<file path="src/rtl/reg32_serializer.sv">
// reg32_serializer: accepts a parallel word under valid/ready handshake and
// shifts it out one bit per accepted transfer, index 0 first. A new word may
// be loaded on the edge that completes the current one, giving gap-free
// back-to-back streaming. A wrapping counter records completed words.
module reg32_serializer #(
    parameter int WIDTH = 32,
    parameter int CNT_W = 16
) (
    input  logic             clk,
    input  logic             rst_n,
    input  logic [0:WIDTH-1] data_in,
    input  logic             load_valid,
    output logic             load_ready,
    output logic             ser_out,
    output logic             ser_valid,
    input  logic             ser_ready,
    output logic             ser_last,
    output logic             busy,
    output logic [CNT_W-1:0] words_sent
);

    localparam int              IDX_W    = (WIDTH > 1) ? $clog2(WIDTH) : 1;
    localparam logic [IDX_W-1:0] LAST_IDX = IDX_W'(WIDTH - 1);

    typedef enum logic [0:0] {
        IDLE  = 1'b0,
        SHIFT = 1'b1
    } state_e;

    state_e           state_q, state_d;
    logic [IDX_W-1:0] idx_q, idx_d;
    logic [0:WIDTH-1] shreg_q, shreg_d;
    logic [CNT_W-1:0] cnt_q, cnt_d;

    logic             shift_s;
    logic             at_last_s;
    logic             xfer_s;
    logic             load_acc_s;

    // Decode presentation outputs and handshake qualifiers from current state.
    always_comb begin
        shift_s    = (state_q == SHIFT);
        at_last_s  = (idx_q == LAST_IDX);
        busy       = shift_s;
        ser_valid  = shift_s;
        ser_last   = shift_s && at_last_s;
        if (shift_s) begin
            ser_out = shreg_q[idx_q];
        end else begin
            ser_out = 1'b0;
        end
        // Ready in IDLE, or on the final accepted bit so the next word chains on.
        load_ready = rst_n && (!shift_s || (ser_ready && at_last_s));
        xfer_s     = shift_s && ser_ready;
        load_acc_s = load_valid && load_ready;
        words_sent = cnt_q;
    end

    // Next-state logic: load, per-bit advance, word completion and chaining.
    always_comb begin
        state_d = state_q;
        idx_d   = idx_q;
        shreg_d = shreg_q;
        cnt_d   = cnt_q;
        case (state_q)
            IDLE: begin
                if (load_acc_s) begin
                    state_d = SHIFT;
                    shreg_d = data_in;
                    idx_d   = {IDX_W{1'b0}};
                end else begin
                    state_d = IDLE;
                end
            end
            SHIFT: begin
                if (xfer_s) begin
                    if (at_last_s) begin
                        cnt_d = cnt_q + CNT_W'(1);
                        idx_d = {IDX_W{1'b0}};
                        if (load_acc_s) begin
                            state_d = SHIFT;
                            shreg_d = data_in;
                        end else begin
                            state_d = IDLE;
                            shreg_d = {WIDTH{1'b0}};
                        end
                    end else begin
                        idx_d = idx_q + IDX_W'(1);
                    end
                end else begin
                    state_d = SHIFT;
                end
            end
            default: begin
                state_d = IDLE;
                idx_d   = {IDX_W{1'b0}};
                shreg_d = {WIDTH{1'b0}};
            end
        endcase
    end

    // State, index, shift register and word counter; reset aborts any word.
    always_ff @(posedge clk or negedge rst_n) begin
        if (!rst_n) begin
            state_q <= IDLE;
            idx_q   <= {IDX_W{1'b0}};
            shreg_q <= {WIDTH{1'b0}};
            cnt_q   <= {CNT_W{1'b0}};
        end else begin
            state_q <= state_d;
            idx_q   <= idx_d;
            shreg_q <= shreg_d;
            cnt_q   <= cnt_d;
        end
    end

endmodule
</file>
<file path="config.mk">
export PLATFORM = sky130hd
export DESIGN_NAME = reg32_serializer
export DESIGN_NICKNAME = d
export VERILOG_FILES = /design/src/rtl/reg32_serializer.sv
export SDC_FILE = /design/constraint.sdc
export NUM_CORES = 1
export LEC_CHECK = 0
export CAP_MARGIN = 20
export CORE_ASPECT_RATIO = 0.5
export CORE_UTILIZATION = 40
export CTS_CLUSTER_SIZE = 16
export DETAILED_ROUTE_END_ITERATION = 8
export PLACE_DENSITY = 0.66
export SYNTH_ARGS = -nofsm -noshare
export SYNTH_HDL_FRONTEND = slang
export SYNTH_SLANG_ARGS = --single-unit
</file>
<file path="constraint.sdc">
create_clock -name clk -period 2.8 [get_ports clk]
set_clock_uncertainty 0.05 [all_clocks]
set_input_delay 0.56 -clock clk [delete_from_list [all_inputs] [get_ports clk]]
set_output_delay 0.56 -clock clk [all_outputs]
set_load 0.02 [all_outputs]
</file>
# After elaboration in Yosys (flattened, before gate mapping)

Cells that the tools add are included.

Register bits after elaboration: 54
Logic and storage cells: 40

Magnitude comparators: 1
Reductions and logical operators: 10
Mux-type cells: 17
Add/subtract/negate cells: 2
Bitwise gates (word level): 2
Equal/unequal tests: 4

Operators with widths:

| operator              | count |
|---|---|
| $mux 32               | 4 |
| $pmux 32 s2           | 1 |
| $add 16x1->16 const B | 1 |
| $mux 5                | 3 |
| $pmux 5 s2            | 1 |
| $ge 6x6->1 const B    | 1 |
| $mux 1                | 6 |
| $not 5->6             | 1 |
| $reduce_and 3->1      | 2 |
| $add 5x1->5 const B   | 1 |
| $bmux 1 s5            | 1 |
| $eq 5x5->1 const B    | 1 |
| $logic_and 1x1->1     | 5 |
| $ne 2x1->1 const B    | 2 |
| $ne 2x2->1 const B    | 1 |
| $pmux 1 s2            | 1 |
| $reduce_and 2->1      | 1 |
| $logic_not 1->1       | 1 |
| $logic_or 1x1->1      | 1 |
| $not 1->1             | 1 |

# Depth between registers and ports, before layout

Depth in word-level cells: 9
Depth in mapped cells: 8
Mapped depth without buffers: 7

# Worst setup path after synthesis

Ideal clock, no wire load.

Path kind: reg2out
From: reg idx_q[0]
To: out ser_out
Data required time: 2.190 ns
Setup slack: 0.487 ns
Stages on the path, launching flop included: 6
Data arrival time: 1.703 ns
Cells stage by stage: dfrtp_1 > buf_6 > mux4_1 > mux4_2 > nor2_1 > a211oi_1

Longest elaborated chain between the ends: 5

RTL lines:

| what                                       | line | text |
|---|---|---|
| from (decl)                                | 31   | `logic [IDX_W-1:0] idx_q, idx_d;` |
| from (signal assigned)                     | 106  | `idx_q <= {IDX_W{1'b0}};` |
| from (signal assigned)                     | 111  | `idx_q <= idx_d;` |
| $not 5->6 (implied by the code)            | 48   | `ser_out = shreg_q[idx_q];` |
| $bmux 1 s5                                 | 48   |  |
| $mux 1 (implied by the code) (2 in series) | 48   |  |
| $mux 1                                     | 47   | `if (shift_s) begin` |
| to (decl)                                  | 14   | `output logic ser_out,` |

Every way passes these cells. The select of a mux whose other input is x is not followed.

# Final worst setup path

Same ends and word-level chain as after synthesis.

==> flow_summary.toml <==
[sta]
timing.fmax_mhz = 367.6
rsz0062_at_grt = "yes"
report.final.setup_viol = 0
report.final.hold_viol_count = 0
finalWorstSetupSlack_ps = 79.92
timing.setup.tns_ps = 0
period_share_pct = 97.15
finalHoldWorstSlack_ps = 418.6
fin_crit_ps = 2720
worst_slew_margin_rel_pct = 55.57
worst_tran_pin_value_ps = 666.5
final-max-slew-violation-count = 0

[synth]
synthFlopType = "sky130_fd_sc_hd__dfrtp_1"
synth_nets = 228
synth-edff-count = 0
synth-warning-count = 0
top_area_cell_type_share_of_the_netlist_area_pct = 54.52
yosys.cell_count.top_type = "sky130_fd_sc_hd__dfrtp_1"
syn_avg_cell_area_sq_um = 13.11
postSynthCellCount = 189
register_bit_total_from_synthesis = 54
synth.yosys.seq_area_share_pct = 54.52
yosys-top-cells-area = "sky130_fd_sc_hd__dfrtp_1 (55%), sky130_fd_sc_hd__a22o_1 (12%), sky130_fd_sc_hd__mux4_1 (8.5%)"
netlist_top_cells_count = "sky130_fd_sc_hd__dfrtp_1 (54), sky130_fd_sc_hd__a22o_1 (34), sky130_fd_sc_hd__nand2_1 (10)"
synth_area_leader_cell = "sky130_fd_sc_hd__dfrtp_1"
asyncSetResetFlopFracSynth_pct = 100.0
synth.distinct_cells = 32
mappedNetlistArea_sq_um = 2479

[clock_tree]
cts.sink_count = 54
worstSkewPairLatency_ps = 290
numCtsBuffers = 5
cts.clk_slew.worst_paths_ps = 60
cts_tree = "done"
htreeDepth = 2
cts_max_path_buffers = 2
clk_tree_root_cell = "sky130_fd_sc_hd__clkbuf_16"

[worst_setup_path]
worst_path_maximum_fanout = 8
setup.worst_path.start_class = "flop"
worst_ep_arrival_time_ps = 2110
path_cells = "buf_4 -> mux4_1 -> mux2_2 -> o21ai_1 -> a211oi_1 -> buf_2"
required_ps = 2190
critical-path-slowest-cell = "sky130_fd_sc_hd__mux4_1"
critPathKind = "flop to output port"
crit_path_end_kind = "output port"
cpPeakStageDelay_ps = 530

[floorplanning]
core_area_sq_um = 5729
die_h_um = 57.66
starting_utilization_of_the_core_area_pct = 43.26
floorplan.io_pins = 57
placement_rows = 19
chipWidth_um = 113.3
total_die_area_sq_um = 6534

[global_route]
grt.overflow.total = 0
global_route_total_usage_across_every_layer_pct = 17.51
first_global_vias = 1795
grt_start_max_net_pins = 55
antenna_found_initial = 0
grt_first_pass_wirelength_um = 8769

[cells_and_area]
final_area_sq_um = 3334
flow.area_growth_from_synthesis_pct = 34.53
fin_nets = 291
diodes = 0
final_layout_size_suffix_gt1_share_pct = 15.02
n_fill_cell = 491

[route]
antenna_violating_nets_post_route = 0
drt-total-wl_um = 5063
wl_per_cell_um = 15.02
drtPass1Iterations = 4
vias = 1743
dr.first_iter.drc_count = 111
drcViolationCount = 0
route.detailed.vias_per_inst = 5.172

[placed_design]
placed_cell_area_sq_um = 3169
preCtsSetupSlack_ps = -126.5
count_of_port_buffers_added_during_placement = 56
dp_hpwl_um = 3559
place_congestion = 0.8077

[power_and_ir_drop]
pwr_density_cell_nw_per_um2 = 854.6
peakVddDrop_mv = 0.3586
p_leak_nw = 1.514
totalPowerFinal_w = 0.002850

[run_status]
outcome = "finished clean"

[run]
max_cap_viol_count = 0

[min_path]
type_of_the_most_critical_hold_path = "flop to flop"
==> worst paths after layout <==
| kind | startpoint | endpoint | slack [ps] | cells past startpoint |
|---|---|---|---|---|
| max | idx_q[0]$_DFFE_PN0P_ | ser_out | 80 | 6 |
| min | words_sent[15]$_DFFE_PN0P_ | words_sent[15]$_DFFE_PN0P_ | 420 | 1 |
| max reg2reg | idx_q[0]$_DFFE_PN0P_ | shreg_q[6]$_DFFE_PN0P_ | 370 | 9 |
| min reg2reg | words_sent[15]$_DFFE_PN0P_ | words_sent[15]$_DFFE_PN0P_ | 420 | 1 |
| max in group asynchronous | rst_n | idx_q[0]$_DFFE_PN0P_ | 1290 | 3 |
| min in group asynchronous | rst_n | busy$_DFF_PN0_ | 540 | 2 |
==> critical path, delay by kind of cell, from the launching register on <==
| family | cells | cell delay (ps) |
|---|---|---|
| mux | 2 | 820 |
| compound gates | 2 | 200 |
| buf+inv | 2 | 330 |
| flops | 1 | 480 |
==> through the flow <==
step	instances	utilization (%)
5_1_grt	337	58.20
2_1_floorplan	189	-
4_1_cts	335	58.11
6_report	337	58.20
3_3_place_gp	326	55.06
3_5_place_dp	327	55.32
==> repair_timing <==
item | CTS | global route
hold endpoints to repair | 0 | 1
pin swaps | 0 | 1
setup buffers | 0 | 1
hold buffers | 0 | 1
setup endpoints to repair | 3 | 2
gates resized for setup | 5 | 14
==> cell families after synthesis <==
family	share of synthesized area, %
flops	54.52
compound gates	15.35
simple gates	8.784
xor+xnor	5.301
buf+inv	2.928
mux	11.61
fa+ha+maj	1.515
==> cell usage in the layout, fill, tap and decap left out, types with 2 or more instances in the layout <==
| master | synthesis | layout |
|---|---|---|
| sky130_fd_sc_hd__mux4_2 | 1 | 5 |
| sky130_fd_sc_hd__buf_4 | 1 | 11 |
| sky130_fd_sc_hd__and3_1 | 4 | 4 |
| sky130_fd_sc_hd__o2bb2ai_1 | 2 | 2 |
| sky130_fd_sc_hd__nor2_1 | 8 | 5 |
| sky130_fd_sc_hd__nand3_1 | 6 | 6 |
| sky130_fd_sc_hd__ha_1 | 3 | 3 |
| sky130_fd_sc_hd__buf_2 | 4 | 2 |
| sky130_fd_sc_hd__nor2b_1 | 3 | 3 |
| sky130_fd_sc_hd__nor2_2 | 0 | 3 |
| sky130_fd_sc_hd__xor2_1 | 8 | 8 |
| sky130_fd_sc_hd__mux4_1 | 8 | 4 |
| sky130_fd_sc_hd__clkbuf_8 | 0 | 2 |
| sky130_fd_sc_hd__nor3_1 | 4 | 4 |
| sky130_fd_sc_hd__a22o_1 | 34 | 34 |
| sky130_fd_sc_hd__xnor2_1 | 7 | 7 |
| sky130_fd_sc_hd__dfrtp_1 | 54 | 53 |
| sky130_fd_sc_hd__clkdlybuf4s50_1 | 0 | 52 |
| sky130_fd_sc_hd__nand2_1 | 10 | 10 |
| sky130_fd_sc_hd__mux2_2 | 4 | 4 |
| sky130_fd_sc_hd__a32o_1 | 2 | 2 |
| sky130_fd_sc_hd__clkbuf_16 | 0 | 5 |
| sky130_fd_sc_hd__and4_1 | 2 | 2 |
| sky130_fd_sc_hd__inv_1 | 2 | 2 |
| sky130_fd_sc_hd__nand4_1 | 3 | 3 |
==> sequential cells by signal, indices dropped and copies added (netlist names) <==
name        count
busy            1
words_sent     16
idx_q           5
shreg_q        32
==> area by class of cell <==
type / count / area [sq um] / area share (%)
timing repair buffer: 69 / 651.9 / 19.55
inverter: 2 / 7.507 / 0.2251
multi-input combinational: 120 / 1056 / 31.67
clock buffer: 7 / 152.6 / 4.578
clock inverter: 1 / 8.758 / 0.2627
tap: 84 / 105.1 / 3.152
sequential: 54 / 1353 / 40.56
==> routing by layer <==
| layer | wire [um] | track usage, % | vias to the layer above |
|---|---|---|---|
| li1 | - | - | 839 |
| met1 | 2518 | 24.41 | 852 |
| met2 | 2285 | 27.78 | 44 |
| met3 | 191 | 3.556 | 8 |
| met4 | 68 | 6.203 | 0 |
| met5 | 0 | 0 | - |
==> report_power, final <==
group	internal (W)	switching [W]	leakage (nW)	total, W
sequential	0.00103	0.000210	0.696	0.00124
combinational	0.000608	0.000351	0.738	0.000959
clock	0.000382	0.000271	0.0801	0.000653
total	0.00202	0.000832	1.51	0.00285
No activity file was read; power rests on OpenSTA's default activity.
